### src/rtl/decomposable_lzc_pipe.sv
// Two-stage, precision-decomposable leading-zero / run-length counter feeding the decomposable shifters.
// Optional input skid buffer (registered in_ready) enabled by defining DECOMPOSABLE_LZC_SKID_EN.
package pe_pkg;
  localparam int PRECISION_CONFIG_L = 2;
  localparam logic [PRECISION_CONFIG_L-1:0] PRECISION_CONFIG_32B = 2'd0;
  localparam logic [PRECISION_CONFIG_L-1:0] PRECISION_CONFIG_16B = 2'd1;
  localparam logic [PRECISION_CONFIG_L-1:0] PRECISION_CONFIG_8B  = 2'd2;
endpackage

module decomposable_lzc_pipe
  import pe_pkg::*;
#(
  parameter int RUN_DETECT     = 0,
  parameter int EACH_SLICE_LEN = 8
) (
  input  logic                          clk,
  input  logic                          rst_n,
  input  logic                          in_valid,
  output logic                          in_ready,
  input  logic [31:0]                   in,
  input  logic [PRECISION_CONFIG_L-1:0] mode,
  output logic                          out_valid,
  input  logic                          out_ready,
  output logic [3:0][4:0]               shift_val,
  output logic                          full_shift,
  output logic [3:0]                    zero_lane,
  output logic [PRECISION_CONFIG_L-1:0] out_mode
);

  localparam int SL = EACH_SLICE_LEN;
  localparam logic [3:0] SLICE_FULL = 4'(SL);

  function automatic logic [3:0] lead_count(input logic [SL-1:0] s, input logic b);
    logic [3:0] n;
    logic       run;
    n   = '0;
    run = 1'b1;
    for (int k = SL - 1; k >= 0; k--) begin
      if (run && (s[k] == b)) n = n + 4'd1;
      else run = 1'b0;
    end
    return n;
  endfunction

  logic                          r_s1_valid;
  logic [PRECISION_CONFIG_L-1:0] r_s1_mode;
  logic [3:0][3:0]               r_s1_part;
  logic                          r_out_valid;
  logic [3:0][4:0]               r_shift_val;
  logic                          r_full_shift;
  logic [3:0]                    r_zero_lane;
  logic [PRECISION_CONFIG_L-1:0] r_out_mode;

  logic                          w_s2_load;
  logic                          w_s1_ready;
  logic                          w_src_valid;
  logic [31:0]                   w_src_data;
  logic [PRECISION_CONFIG_L-1:0] w_src_mode;

  assign w_s2_load  = !r_out_valid || out_ready;
  assign w_s1_ready = !r_s1_valid || w_s2_load;

`ifdef DECOMPOSABLE_LZC_SKID_EN
  logic                          r_skid_valid;
  logic                          r_in_ready;
  logic [31:0]                   r_skid_data;
  logic [PRECISION_CONFIG_L-1:0] r_skid_mode;

  assign in_ready    = r_in_ready;
  assign w_src_valid = r_skid_valid || in_valid;
  assign w_src_data  = r_skid_valid ? r_skid_data : in;
  assign w_src_mode  = r_skid_valid ? r_skid_mode : mode;

  // The skid catches an item accepted on a cycle where stage 1 could not take it.
  always_ff @(posedge clk) begin
    if (!rst_n) begin
      r_skid_valid <= 1'b0;
      r_in_ready   <= 1'b1;
      r_skid_data  <= '0;
      r_skid_mode  <= PRECISION_CONFIG_32B;
    end else if (r_skid_valid) begin
      if (w_s1_ready) begin
        r_skid_valid <= 1'b0;
        r_in_ready   <= 1'b1;
      end
    end else if (in_valid && r_in_ready && !w_s1_ready) begin
      r_skid_valid <= 1'b1;
      r_in_ready   <= 1'b0;
      r_skid_data  <= in;
      r_skid_mode  <= mode;
    end
  end
`else
  assign in_ready    = w_s1_ready;
  assign w_src_valid = in_valid;
  assign w_src_data  = in;
  assign w_src_mode  = mode;
`endif

  logic [3:0]      w_lane_msb;
  logic [3:0][3:0] w_part;

  // In run-detect mode every slice compares against its owning lane's MSB.
  always_comb begin
    w_lane_msb = '0;
    w_part     = '0;
    for (int i = 0; i < 4; i++) begin
      case (w_src_mode)
        PRECISION_CONFIG_32B: w_lane_msb[i] = w_src_data[31];
        PRECISION_CONFIG_16B: w_lane_msb[i] = (i >= 2) ? w_src_data[31] : w_src_data[15];
        default:              w_lane_msb[i] = w_src_data[SL*i + SL - 1];
      endcase
      w_part[i] = lead_count(w_src_data[SL*i +: SL], (RUN_DETECT != 0) ? w_lane_msb[i] : 1'b0);
    end
  end

  always_ff @(posedge clk) begin
    if (!rst_n) begin
      r_s1_valid <= 1'b0;
      r_s1_mode  <= PRECISION_CONFIG_32B;
      r_s1_part  <= '0;
    end else if (w_s1_ready) begin
      r_s1_valid <= w_src_valid;
      if (w_src_valid) begin
        r_s1_mode <= w_src_mode;
        r_s1_part <= w_part;
      end
    end
  end

  logic [5:0]      w_c32;
  logic [4:0]      w_hi;
  logic [4:0]      w_lo;
  logic [3:0][4:0] w_shift;
  logic [3:0]      w_zero;

  // A slice only extends its lane's count when every bit above it was part of the run.
  always_comb begin
    w_c32 = {2'b00, r_s1_part[3]};
    if (r_s1_part[3] == SLICE_FULL) begin
      w_c32 = w_c32 + {2'b00, r_s1_part[2]};
      if (r_s1_part[2] == SLICE_FULL) begin
        w_c32 = w_c32 + {2'b00, r_s1_part[1]};
        if (r_s1_part[1] == SLICE_FULL) w_c32 = w_c32 + {2'b00, r_s1_part[0]};
      end
    end
    w_hi = {1'b0, r_s1_part[3]} + ((r_s1_part[3] == SLICE_FULL) ? {1'b0, r_s1_part[2]} : 5'd0);
    w_lo = {1'b0, r_s1_part[1]} + ((r_s1_part[1] == SLICE_FULL) ? {1'b0, r_s1_part[0]} : 5'd0);
    w_shift = '0;
    w_zero  = '0;
    case (r_s1_mode)
      PRECISION_CONFIG_32B: begin
        if (w_c32 == 6'd32) begin
          w_zero  = 4'b1111;
          w_shift = {4{5'd31}};
        end else begin
          w_shift = {4{w_c32[4:0]}};
        end
      end
      PRECISION_CONFIG_16B: begin
        if (w_hi == 5'd16) begin
          w_zero[3:2] = 2'b11;
          w_shift[3]  = 5'd15;
          w_shift[2]  = 5'd15;
        end else begin
          w_shift[3] = w_hi;
          w_shift[2] = w_hi;
        end
        if (w_lo == 5'd16) begin
          w_zero[1:0] = 2'b11;
          w_shift[1]  = 5'd15;
          w_shift[0]  = 5'd15;
        end else begin
          w_shift[1] = w_lo;
          w_shift[0] = w_lo;
        end
      end
      default: begin
        for (int i = 0; i < 4; i++) begin
          if (r_s1_part[i] == SLICE_FULL) begin
            w_zero[i]  = 1'b1;
            w_shift[i] = 5'd7;
          end else begin
            w_shift[i] = {1'b0, r_s1_part[i]};
          end
        end
      end
    endcase
  end

  always_ff @(posedge clk) begin
    if (!rst_n) begin
      r_out_valid  <= 1'b0;
      r_shift_val  <= '0;
      r_zero_lane  <= '0;
      r_full_shift <= 1'b0;
      r_out_mode   <= PRECISION_CONFIG_32B;
    end else if (w_s2_load) begin
      r_out_valid <= r_s1_valid;
      if (r_s1_valid) begin
        r_shift_val  <= w_shift;
        r_zero_lane  <= w_zero;
        r_full_shift <= (r_s1_mode == PRECISION_CONFIG_32B) && (w_zero == 4'b1111);
        r_out_mode   <= r_s1_mode;
      end
    end
  end

  assign out_valid  = r_out_valid;
  assign shift_val  = r_shift_val;
  assign zero_lane  = r_zero_lane;
  assign full_shift = r_full_shift;
  assign out_mode   = r_out_mode;

endmodule

### config.mk
export PLATFORM = sky130hd
export DESIGN_NAME = decomposable_lzc_pipe
export DESIGN_NICKNAME = d
export VERILOG_FILES = /design/src/rtl/decomposable_lzc_pipe.sv
export SDC_FILE = /design/constraint.sdc
export NUM_CORES = 1
export LEC_CHECK = 0
export ABC_AREA = 1
export BUFFER_PORTS_ARGS = -buffer_cell sky130_fd_sc_hd__buf_2
export CELL_PAD_IN_SITES_DETAIL_PLACEMENT = 0
export CELL_PAD_IN_SITES_GLOBAL_PLACEMENT = 1
export CORE_AREA = 2 2 110 112
export CTS_CLUSTER_DIAMETER = 100
export DETAILED_ROUTE_END_ITERATION = 8
export DIE_AREA = 0 0 112 114
export GPL_TIMING_DRIVEN = 0
export PLACE_DENSITY_LB_ADDON = 0.1
export SETUP_SLACK_MARGIN = 0.3
export SYNTH_ARGS = -nofsm -noshare
export SYNTH_HDL_FRONTEND = slang
export SYNTH_SLANG_ARGS = --single-unit
### constraint.sdc
create_clock -name clk -period 5 [get_ports clk]
set_input_delay 1 -clock clk [delete_from_list [all_inputs] [get_ports clk]]
set_output_delay 1 -clock clk [all_outputs]
set_load 0.05 [all_outputs]
* After elaboration in Yosys (flattened, before gate mapping)
Cells that the tools add are included.
Operators by class: reduce and logical (&&, ||, !) cells 36, add/sub/neg operators 33, equality and inequality tests 9, bitwise gates (word level) 28, mux-type cells 81
Operators by type and width (number):
- $mux W4 | 35
- $add A4 B1 Y4 const B | 28
- $pmux W20 S2 | 1
- $mux W1 | 36
- $logic_and A1 B1 Y1 | 29
- $not A1 Y1 | 28
- $eq A4 B4 Y1 const B | 5
- $mux W10 | 2
- $mux W20 | 1
- $mux W6 | 3
- $add A4 B4 Y5 | 3
- $eq A5 B5 Y1 const B | 2
- $pmux W4 S2 | 1
- $add A5 B4 Y6 | 1
- $add A6 B4 Y6 | 1
- $eq A6 B6 Y1 const B | 1
- $mux W2 | 2
- $reduce_and A2 Y1 | 2
- $eq A2 B1 Y1 const B | 1
- $logic_not A1 Y1 | 2
- $logic_not A2 Y1 | 1
- $logic_or A1 B1 Y1 | 2
Storage, ports and cells: output and inout port bits 29, register bits 47, word-level logic and storage cells 201, bits of input ports 38

* Logic depth before layout (Yosys ltp)
word-level depth 15, mapped depth 26, gate-level depth less buffers 26

* Least setup slack after synthesis
No wires, ideal clock.
path kind input-to-reg, start point input port in[6], end point register r_s1_part[1] (netlist bit), arrival time 3827 ps, required time 4868 ps, setup time 132 ps, cell stages on the path 20, buffers on the path 0, slack 1041 ps, cell sequence nor2_4 ha_1 nor2_1 nor2_1 ha_1 nor2_1 a21oi_1 ha_1 inv_1 o21ai_1 ha_1 nand3_1 nand2_1 ha_1 nand2_1 nand2_1 ha_1 or2_0 nand3_1 a21oi_1
On the way: word-level cells in the longest chain between the ends 15, elaborated cells between the ends (all ways) 27, those cells by class 6 x add/sub; 13 x mux; 1 x bitwise; 7 x reduce/logical
RTL lines:
- start, declared | line 20 | input logic [31:0] in,
- $not A1 Y1 * | line 39 | if (run && (s[k] == b)) n = n + 4'd1;
- $logic_and A1 B1 Y1 * | line 39
- $mux W4 / $mux W1 (equally long branches) | line 39
- $add A4 B1 Y4 / $logic_and A1 B1 Y1 (equally long branches) | line 39
- $mux W4 / $mux W1 (equally long branches) | line 39
- $add A4 B1 Y4 / $logic_and A1 B1 Y1 (equally long branches) | line 39
- $mux W4 / $mux W1 (equally long branches) | line 39
- $add A4 B1 Y4 / $logic_and A1 B1 Y1 (equally long branches) | line 39
- $mux W4 / $mux W1 (equally long branches) | line 39
- $add A4 B1 Y4 / $logic_and A1 B1 Y1 (equally long branches) | line 39
- $mux W4 / $mux W1 (equally long branches) | line 39
- $add A4 B1 Y4 / $logic_and A1 B1 Y1 (equally long branches) | line 39
- $mux W4 / $mux W1 (equally long branches) | line 39
- $add A4 B1 Y4 / $logic_and A1 B1 Y1 (equally long branches) | line 39
- $mux W4 * | line 39
- end signal, assigned | line 126 | r_s1_part <= w_part;
- end, declared | line 47 | logic [3:0][3:0] r_s1_part;
Every way passes the cells marked *; elsewhere a longest branch is shown, timed or not. A chain may end at the register's enable or synchronous reset.

* Worst setup path after layout
Same ends and word-level chain as after synthesis.

==> flow_metrics.py <==
metrics = {
    "critical_path": {
        "worst-r2r-setup-slack_ns": 1.17,
        "reg2reg_from": "r_s1_part[12]",
        "critPathArrivalTime_ns": 4.15,
        "cp.required_ns": 5.15,
        "reg2regPathDepth": 21,
        "worstPathMaxFanout": 3,
        "r2r-end": "shift_val[0]",
        "criticalPathCategory": "in -> reg",
        "critPathCaptureType": "flop",
        "cp-start-kind": "primary input",
    },
    "yosys": {
        "synth_area_leaders": "dfxtp_1, nand2_1, ha_1",
        "synth_xor_area_share_pct": 1.94,
        "seq_area_frac_synth_pct": 19.9,
        "async_flop_share_pct": 0,
        "synth_top_family_by_area": "simple AND/OR/NAND/NOR gates",
        "syn_area_sq_um": 4520,
        "synth_area_leader_cell": "dfxtp_1",
        "synth_compound_area_share_pct": 13.0,
        "synth_edf_count": 0,
        "synthTopCellsByCount": "nand2_1, inv_1, nor2_1",
        "synth.most_common_cell": "nand2_1",
        "avgSynthCellArea_sq_um": 5.93,
        "synthMuxAreaShare_pct": 0,
        "synth_fa_ha_area_share_pct": 14.1,
        "synthesis.instances": 762,
        "synth_simple_gate_area_share_pct": 37.2,
        "synth-seq-cells": 45,
        "synth_top_area_share_pct": 19.9,
        "synth_nets": 848,
        "synth_ff_type": "dfxtp_1",
        "synth_cell_types": 41,
        "yosys_warnings": 0,
    },
    "routing": {
        "vias_per_cell": 4.83,
        "post-route-drc-count": 0,
        "dr.pass1.iters": 4,
        "drtIter0Drc": 180,
        "drtAntennaViolNets": 0,
        "vias": 4739,
        "wl_um": 12100,
        "wl_per_cell_um": 12.3,
    },
    "timing": {
        "fin_crit_ns": 3.99,
        "clock_skew_ns": 0.00680,
        "hold_violations": 0,
        "finalSetupTns_ns": 0,
        "layout_setup_ws_ns": 1.01,
        "slew_viol_final": 0,
        "setup_viol": 0,
        "fmax_mhz": 250,
        "post-route-period-util_pct": 79.9,
        "rsz0062_at_grt": "no",
        "slew_headroom_pct": 58.3,
        "worst_pin_slew_ns": 0.625,
    },
    "status": {
        "status": "finished, final reports clean",
    },
    "floorplan": {
        "initial_core_util_pct": 38.6,
        "die_y_um": 114,
        "pin_count": 67,
        "rows": 40,
        "core_area_sq_um": 11700,
        "dieArea_sq_um": 12800,
        "chipWidth_um": 112,
    },
    "pwr": {
        "p_leak_nw": 2.88,
        "p_per_area_nw_per_um2": 213,
        "peakVddDrop_mv": 0.120,
        "power_mw": 1.10,
    },
    "global_routing": {
        "grt_remaining_overflow": 0,
        "grt_util_all_layers_pct": 19.4,
        "grt_pass1_vias": 4564,
        "antenna_found_initial": 0,
        "grt_first_pass_wirelength_um": 20500,
        "grt_max_degree": 16,
    },
    "clock_network": {
        "clock_sinks": 45,
        "root_buffer": "clkbuf_16",
        "cts_resized": 0,
        "cts.clk_slew.worst_paths_ns": 0.07,
        "cts_buffers": 5,
        "clock_latency_ns": 0.29,
        "cts_setup_buffers": 0,
        "cts_tree": "done",
        "cts-htree-levels": 2,
        "cts_hold_buf": 0,
        "clock_tree.buffer_depth": 2,
    },
    "min_path": {
        "hp-class": "reg -> reg",
        "min_to": "full_shift",
        "holdCritStartpoint": "full_shift",
        "hold_depth": 2,
    },
    "cells_and_area": {
        "multiInputGateArea_sq_um": 2990,
        "seqCellArea_sq_um": 901,
        "area_growth_pct": 14.5,
        "final_core_util_pct": 44.2,
        "drive_above_1_share_pct": 14.1,
        "final_nets": 920,
        "finalNonFillerCells": 982,
        "n_antenna_cell": 0,
        "fillCellCount": 1330,
    },
    "placement": {
        "place_congestion": 0.918,
        "dp_cells": 974,
        "pre_cts_ws_ns": 0.684,
        "io_buffers": 65,
        "hpwlAfterDp_um": 9880,
    },
    "flow_run": {
        "drv_cap": 0,
    },
}
power by group:
group	internal, mW	total, mW	switching [mW]	leakage [nW]
clock	0.186	0.340	0.154	0.0702
sequential	0.382	0.404	0.0223	0.370
combinational	0.116	0.357	0.241	2.44
metrics by stage:
step                instance area [sq um]  hold slack (ns)
floorplan                            4520            0.482
global placement                     5030            0.466
detailed placement                   5030            0.461
CTS                                  5170            0.472
global route                         5170            0.495
finish                               5170            0.469
cells in the final DEF, fill, tap and decap left out, drive strengths merged:
cell type  Yosys  routed
nand2        202     202
inv          137     138
nor2         123     123
buf            6      71
a21oi         46      46
nand3         46      46
dfxtp         45      45
ha            43      43
o21ai         42      42
clkbuf        12      17
or2            8       8
xor2           6       6
a31oi          6       6
clkinv         5       6
fa             5       5
nor3           5       5
xnor2          4       4
nand4          4       4
a211oi         4       4
o21a           2       2
nand3b         2       2
o2111ai        2       2
and2           1       1
a21o           1       1
o211ai         1       1
o21bai         1       1
o22a           1       1
o22ai          1       1
o31ai          1       1
clkinvlp       0       1
area by class of cell:
| class | count | share of cell area [%] |
|---|---|---|
| Sequential cell | 45 | 17.4 |
| Clock buffer | 5 | 2.42 |
| Clock inverter | 3 | 0.411 |
| Inverter | 142 | 10.3 |
| Tap cell | 147 | 3.56 |
| Buffer | 18 | 1.79 |
| Timing Repair Buffer | 65 | 6.29 |
| Multi-Input combinational cell | 557 | 57.8 |
worst max-delay path by stage:
stage,from,to,cells past startpoint
final,in[6],r_s1_part[1],21
after global routing,in[6],r_s1_part[1],22
after floorplan,in[6],r_s1_part[1],20
after CTS,in[6],r_s1_part[1],22
after detailed placement,in[6],r_s1_part[1],22
after global placement,in[6],r_s1_part[1],22
per-layer routing:
metal	wire length, um	up-vias	part of all wire, %	track usage [%]
met2	5580	95	46	33.5
met3	542	20	4.5	2.28
li1	-	2527	-	-
met1	5720	2097	47	25.6
met4	257	0	2.1	5.85
met5	0	-	0	0
worst max-delay path, cell delays in order:
cell and delay, ns:
buf_2 0.12, nor2_4 0.15, ha_1 0.24, nor2_1 0.10, nor2_1 0.07, ha_1 0.30
nor2_1 0.10, a21oi_1 0.06, ha_1 0.28, inv_1 0.04, o21ai_1 0.18, ha_1 0.26
nand3_1 0.08, nand2_1 0.07, ha_1 0.31, nand2_1 0.09, nand2_1 0.06, ha_1 0.27
or2_0 0.21, nand3_1 0.08, a21oi_1 0.06
flip-flops by register name (all words and copies together), names as in the netlist:
name	count
zero_lane	4
out_valid	1
shift_val	18
r_s1_valid	1
r_s1_mode	2
full_shift	1
r_s1_part	16
out_mode	2
logic make-up after synthesis:
logic type                 Yosys count
AOI/OAI and AO/OA                  108
xor gates and xnor gates            10
adders and majority gates           48
buffers and inverters              160
DFF                                 45
and+or+nand+nor                    391
Power figures use the tool's default switching activity.
